## src/rtl/mem_bus_if_pkg.sv

```systemverilog
// Shared constants, state encoding and bus request record for the MEM-stage bus interface.
package mem_bus_if_pkg;

    localparam int unsigned AddrWidth    = 32;
    localparam int unsigned DataWidth    = 32;
    localparam int unsigned SelWidth     = 4;
    localparam int unsigned StallWidth   = 6;
    localparam int unsigned TimeoutWidth = 8;

    localparam logic [TimeoutWidth-1:0] TimeoutLimit = 8'd255;

    typedef enum logic [1:0] {
        StIdle      = 2'b00,
        StBusy      = 2'b01,
        StWaitStall = 2'b10
    } state_e;

    typedef struct packed {
        logic                 cyc;
        logic                 stb;
        logic                 we;
        logic [AddrWidth-1:0] adr;
        logic [SelWidth-1:0]  sel;
        logic [DataWidth-1:0] dat;
    } wb_req_t;

    localparam wb_req_t WbReqIdle = '0;

endpackage

```

## src/rtl/mem_bus_timeout.sv

```systemverilog
// Bus timeout counter: cleared when a request is issued, counts BUSY cycles without ack.
module mem_bus_timeout
    import mem_bus_if_pkg::*;
(
    input  logic clk,
    input  logic rst,
    input  logic start_i,
    input  logic count_en_i,
    output logic expired_o
);

    logic [TimeoutWidth-1:0] cnt_q, cnt_d;

    always_comb begin
        cnt_d = cnt_q;
        if (start_i) begin
            cnt_d = '0;
        end else if (count_en_i) begin
            cnt_d = cnt_q + 8'd1;
        end
    end

    always_ff @(posedge clk) begin
        if (!rst) begin
            cnt_q <= '0;
        end else begin
            cnt_q <= cnt_d;
        end
    end

    // Fires in the cycle whose un-acked increment brings the count to the limit.
    assign expired_o = count_en_i && (cnt_q == TimeoutLimit - 8'd1);

endmodule

```

## src/rtl/mem_bus_if.sv

```systemverilog
// MEM-stage to Wishbone bridge: one registered bus transaction per accepted request.
// Optional bus timeout enabled by defining MEM_BUS_TIMEOUT_EN.
module mem_bus_if
    import mem_bus_if_pkg::*;
(
    input  logic                  clk,
    input  logic                  rst,
    input  logic [StallWidth-1:0] stall,
    input  logic                  flush,
    input  logic                  cpu_ce_i,
    input  logic                  cpu_we_i,
    input  logic [AddrWidth-1:0]  cpu_addr_i,
    input  logic [SelWidth-1:0]   cpu_sel_i,
    input  logic [DataWidth-1:0]  cpu_data_i,
    output logic [DataWidth-1:0]  cpu_data_o,
    output logic                  stallreq,
    output logic                  wb_cyc_o,
    output logic                  wb_stb_o,
    output logic                  wb_we_o,
    output logic [AddrWidth-1:0]  wb_adr_o,
    output logic [SelWidth-1:0]   wb_sel_o,
    output logic [DataWidth-1:0]  wb_dat_o,
    input  logic [DataWidth-1:0]  wb_dat_i,
    input  logic                  wb_ack_i,
    output logic                  bus_err_o
);

    state_e               state_q, state_d;
    wb_req_t              req_q, req_d;
    logic [DataWidth-1:0] rd_buf_q, rd_buf_d;
    logic                 issue;
    logic                 timeout;
    logic                 timeout_hit;

    assign issue = (state_q == StIdle) && cpu_ce_i && !flush;

`ifdef MEM_BUS_TIMEOUT_EN
    logic bus_err_q;

    mem_bus_timeout u_timeout (
        .clk       (clk),
        .rst       (rst),
        .start_i   (issue),
        .count_en_i((state_q == StBusy) && !wb_ack_i),
        .expired_o (timeout)
    );

    always_ff @(posedge clk) begin
        if (!rst) begin
            bus_err_q <= 1'b0;
        end else begin
            bus_err_q <= timeout_hit;
        end
    end

    assign bus_err_o = bus_err_q;
`else
    assign timeout   = 1'b0;
    assign bus_err_o = 1'b0;
`endif

    // Flush outranks ack, which outranks timeout.
    assign timeout_hit = (state_q == StBusy) && !flush && !wb_ack_i && timeout;

    always_comb begin
        state_d  = state_q;
        req_d    = req_q;
        rd_buf_d = rd_buf_q;
        unique case (state_q)
            StIdle: begin
                if (issue) begin
                    req_d.cyc = 1'b1;
                    req_d.stb = 1'b1;
                    req_d.we  = cpu_we_i;
                    req_d.adr = cpu_addr_i;
                    req_d.sel = cpu_sel_i;
                    req_d.dat = cpu_data_i;
                    state_d   = StBusy;
                end
            end
            StBusy: begin
                if (flush) begin
                    req_d   = WbReqIdle;
                    state_d = StIdle;
                end else if (wb_ack_i) begin
                    req_d    = WbReqIdle;
                    rd_buf_d = wb_dat_i;
                    state_d  = (stall != '0) ? StWaitStall : StIdle;
                end else if (timeout_hit) begin
                    req_d    = WbReqIdle;
                    rd_buf_d = '0;
                    state_d  = StIdle;
                end
            end
            StWaitStall: begin
                // Pipeline still holds the same instruction; do not re-issue it.
                if (flush || (stall == '0)) begin
                    state_d = StIdle;
                end
            end
            default: begin
                req_d   = WbReqIdle;
                state_d = StIdle;
            end
        endcase
    end

    always_ff @(posedge clk) begin
        if (!rst) begin
            state_q  <= StIdle;
            req_q    <= WbReqIdle;
            rd_buf_q <= '0;
        end else begin
            state_q  <= state_d;
            req_q    <= req_d;
            rd_buf_q <= rd_buf_d;
        end
    end

    always_comb begin
        stallreq   = 1'b0;
        cpu_data_o = '0;
        unique case (state_q)
            StIdle: begin
                stallreq = cpu_ce_i && !flush;
            end
            StBusy: begin
                stallreq = !wb_ack_i;
                if (wb_ack_i) begin
                    cpu_data_o = wb_dat_i;
                end
            end
            StWaitStall: begin
                cpu_data_o = rd_buf_q;
            end
            default: begin
                stallreq   = 1'b0;
                cpu_data_o = '0;
            end
        endcase
    end

    assign wb_cyc_o = req_q.cyc;
    assign wb_stb_o = req_q.stb;
    assign wb_we_o  = req_q.we;
    assign wb_adr_o = req_q.adr;
    assign wb_sel_o = req_q.sel;
    assign wb_dat_o = req_q.dat;

endmodule
```

## config.mk

```make
export PLATFORM = sky130hd
export DESIGN_NAME = mem_bus_if
export DESIGN_NICKNAME = d
export VERILOG_FILES = /design/src/rtl/mem_bus_if_pkg.sv /design/src/rtl/mem_bus_timeout.sv /design/src/rtl/mem_bus_if.sv
export SDC_FILE = /design/constraint.sdc
export NUM_CORES = 1
export LEC_CHECK = 0
export BUFFER_PORTS_ARGS = -buffer_cell sky130_fd_sc_hd__buf_2
export CORE_UTILIZATION = 40
export DETAILED_ROUTE_END_ITERATION = 16
export GPL_ROUTABILITY_DRIVEN = 0
export HOLD_SLACK_MARGIN = 0.08
export PLACE_DENSITY = 0.84
export REMOVE_ABC_BUFFERS = 1
export SETUP_SLACK_MARGIN = 0.2
export SLEW_MARGIN = 20
export SYNTH_ARGS = -nofsm -noshare
export SYNTH_HDL_FRONTEND = slang
export SYNTH_HIERARCHICAL = 1
export SYNTH_SLANG_ARGS = --single-unit
```

## constraint.sdc

```tcl
create_clock -name clk -period 1.7 [get_ports clk]
set_input_delay 0.085 -clock clk [delete_from_list [all_inputs] [get_ports clk]]
set_output_delay 0.085 -clock clk [all_outputs]
set_load 0.1 [all_outputs]
```

==> results.ini <==
[sta]
slew_headroom_pct = 55.4
fmax_mhz = 516
finalSetupViolCount = 121
skew_ns = 0.00877
worstMarginPinSlew_ns = 0.669
finalMaxSlewViolations = 0
grt_setup_unrepaired = true
fin_crit_sh_pct = 114
min_period_ns = 1.94
hold_viol = 0
setup_ws_ns = -0.237

[layout]
design_area_um2 = 9460
layout-drive-gt1-share_pct = 50.9
num_antenna_cells = 0
finalNetCount = 1013
area_growth_pct = 104

[place]
preCtsSetupSlack_ns = -0.0908
post_dp_cell_area_um2 = 6340
hpwl_um = 8900
io_buffers = 215

[grt]
grt_overflow_total = 0
grt_first_pass_wirelength_um = 32500
antenna_found_initial = 0
grt_util_all_layers_pct = 35.7
grt_pass1_vias = 6118
grt_max_degree = 47

[floorplan]
die_area_um2 = 12100
io_pins = 217
num_rows = 38
start_util_pct = 41.9
dieWidth_um = 110
core-area_um2 = 11100
die_h_um = 110

[drt]
viasPerCell = 5.93
drc = 0
wl_um = 25300
drt_iter0_markers = 513
wire_per_inst_um = 24.3
vias = 6179
drtPass1Iterations = 5
ant_nets = 0

[power]
vdd_drop_max_mv = 1.11
power-per-cell-area_nw_per_um2 = 1520
p_leak_nw = 3.79

[run_status]
status = complete, but fails checks
failed_checks = negative setup slack

[critical_path]
cp.depth = 7
crit_arrival_ns = 1.85
cp_num_buf_inv = 4
crit_family = buffers and inverters
cp_max_fo = 16
critPathMaxStageDelay_ns = 0.40
crit_chain = inv_4 > ha_4 > buf_12 > buf_12 > a22oi_2 > nor2b_4 > buf_12
r2r_cells = 10
worstSetupStartpoint = state_q[0]
crit_required_ns = 1.62
worstSetupPathType = register to primary output
critPathSlowestCell = dfxtp_4
crit_top_cell = buf_12
r2r-end = wb_dat_o[12]
start_kind = register
cp-end-kind = primary output
r2r_slack_ns = -0.22
r2r-start = state_q[0]

[synth]
seq_area_frac_synth_pct = 44.8
syn_inst = 558
ys_top_cells_by_area = dfxtp_1 (45%), a21boi_1 (13%), nand2_1 (11%)
ys_warn_count = 6
synth_top_area_share_pct = 44.8
yosysTopAreaCell = dfxtp_1
synth_cell_type_count = 29
netlist_area_um2 = 4650
avgSynthCellArea_um2 = 8.33
ys_seq_elements = 104

[clock_tree]
root_buffer = clkbuf_16
cts_buffers = 9
clk_pin_slew_ns = 0.07
cts_sinks = 104
cts_tree = yes
cts.path.max_buffers = 2
worstSkewPairLatency_ns = 0.35
htreeDepth = 3

[min_path]
hold_end = state_q[1]
min_path_type = input pin to register
whs_path_depth = 4
min_from = flush

[flow_run]
cap_violations = 0

## sequential cells by signal (all words and copies together), names as in the netlist
signal and cells:
rd_buf_q 32, wb_cyc_o 1, wb_sel_o 4, wb_dat_o 32, state_q 2, wb_we_o 1
wb_adr_o 32
## Yosys cell counts
cell / count
o22ai_1: 1
nor3b_2: 1
buf_1: 6
a21boi_1: 80
buf_2: 19
a211o_1: 1
and2_1: 2
clkbuf_1: 20
a211oi_4: 1
nor2b_1: 32
o21ai_0: 1
o31ai_1: 1
nand2b_4: 1
ha_1: 4
a21oi_1: 2
conb_1: 1
nand2_1: 137
a22oi_1: 32
nor2_1: 1
nor4_1: 1
nand3_1: 70
a21boi_0: 23
o211ai_1: 1
inv_1: 5
dfxtp_1: 104
nand2b_1: 1
a21o_1: 1
buf_6: 7
buf_4: 2
## worst max path at each step
stage,endpoint,slack (ns)
after floorplan,stallreq,-1.73
after global placement,wb_dat_o[19],0.03
after detailed placement,wb_dat_o[0],-0.09
after CTS,cpu_data_o[6],-0.1
after global routing,rd_buf_q[8],-0.35
final,cpu_data_o[18],-0.24
## timing repair
action	in CTS	in global routing
buffers inserted	18	14
gates resized for setup	185	89
hold buffers	101	0
setup endpoints to repair	137	137
endpoints found under the hold margin	101	0
pin swaps	84	49
gates cloned	12	6
## cells by family after synthesis
family | after synthesis | synth area share, %
flip-flops | 104 | 44.8
buffers and inverters | 59 | 6.57
other | 1 | 0.0807
AND/OR/NAND/NOR | 246 | 24.1
adder cells (fa/ha/maj) | 4 | 1.08
AO/OA/AOI/OAI | 144 | 23.4
## metrics by stage
stage	utilization, %	TNS (ns)	power (mW)	hold slack, ns	cells
2_1_floorplan	-	-167.28	7.63	0.220	504
3_3_place_gp	57.3	0	9.10	0.339	875
3_5_place_dp	57.3	-0.963	9.16	0.345	875
4_1_cts	79.8	-3.93	13.2	0.0903	1022
5_1_grt	85.4	-21.15	14.8	0.156	1042
6_report	85.4	-13.84	14.4	0.156	1042
## area by class of cell
class                      instances  area [µm²]
clock buffer                      10         239
tap                              140         175
clock inverter                     6        50.0
timing repair buffer             382        3710
fill                             519        1620
sequential                       104        2090
multi-input combinational        395        3170
inverter                           5        26.3
## power by group
| part | switching, mW | internal (mW) |
|---|---|---|
| Clock | 0.981 | 1.06 |
| Sequential | 0.295 | 2.87 |
| Combinational | 5.99 | 3.19 |
## layout by cell type, fill, tap and decap left out, types with 4 or more instances in the layout
cell             n
buf_2          182
nand2_1        133
dfxtp_1        102
dlygate4sd3_1  101
a21boi_1        65
buf_12          51
a21boi_2        37
a22oi_2         32
nor2b_4         32
nand3_2         30
nand3_1         28
buf_6           15
clkbuf_16       14
buf_4           13
nand3_4         12
buf_16          11
nand2_2          4
## routing by layer
layer	vias up	GRT usage (%)	part of all wire, %
met1	2904	40.1	34
met5	-	0	0
met4	0	20.4	6.0
li1	2580	-	-
met2	545	61.2	49
met3	150	9.13	11
## worst register-to-register path, stage by stage (launching register included)
cell and delay (ns):
dfxtp_4 0.40, inv_4 0.06, ha_4 0.18, buf_6 0.13, a211oi_4 0.25, buf_6 0.17, buf_6 0.11, buf_4 0.13
buf_16 0.12, nand3_2 0.11, a21boi_1 0.19
No activity file was read; power rests on OpenSTA's default activity.
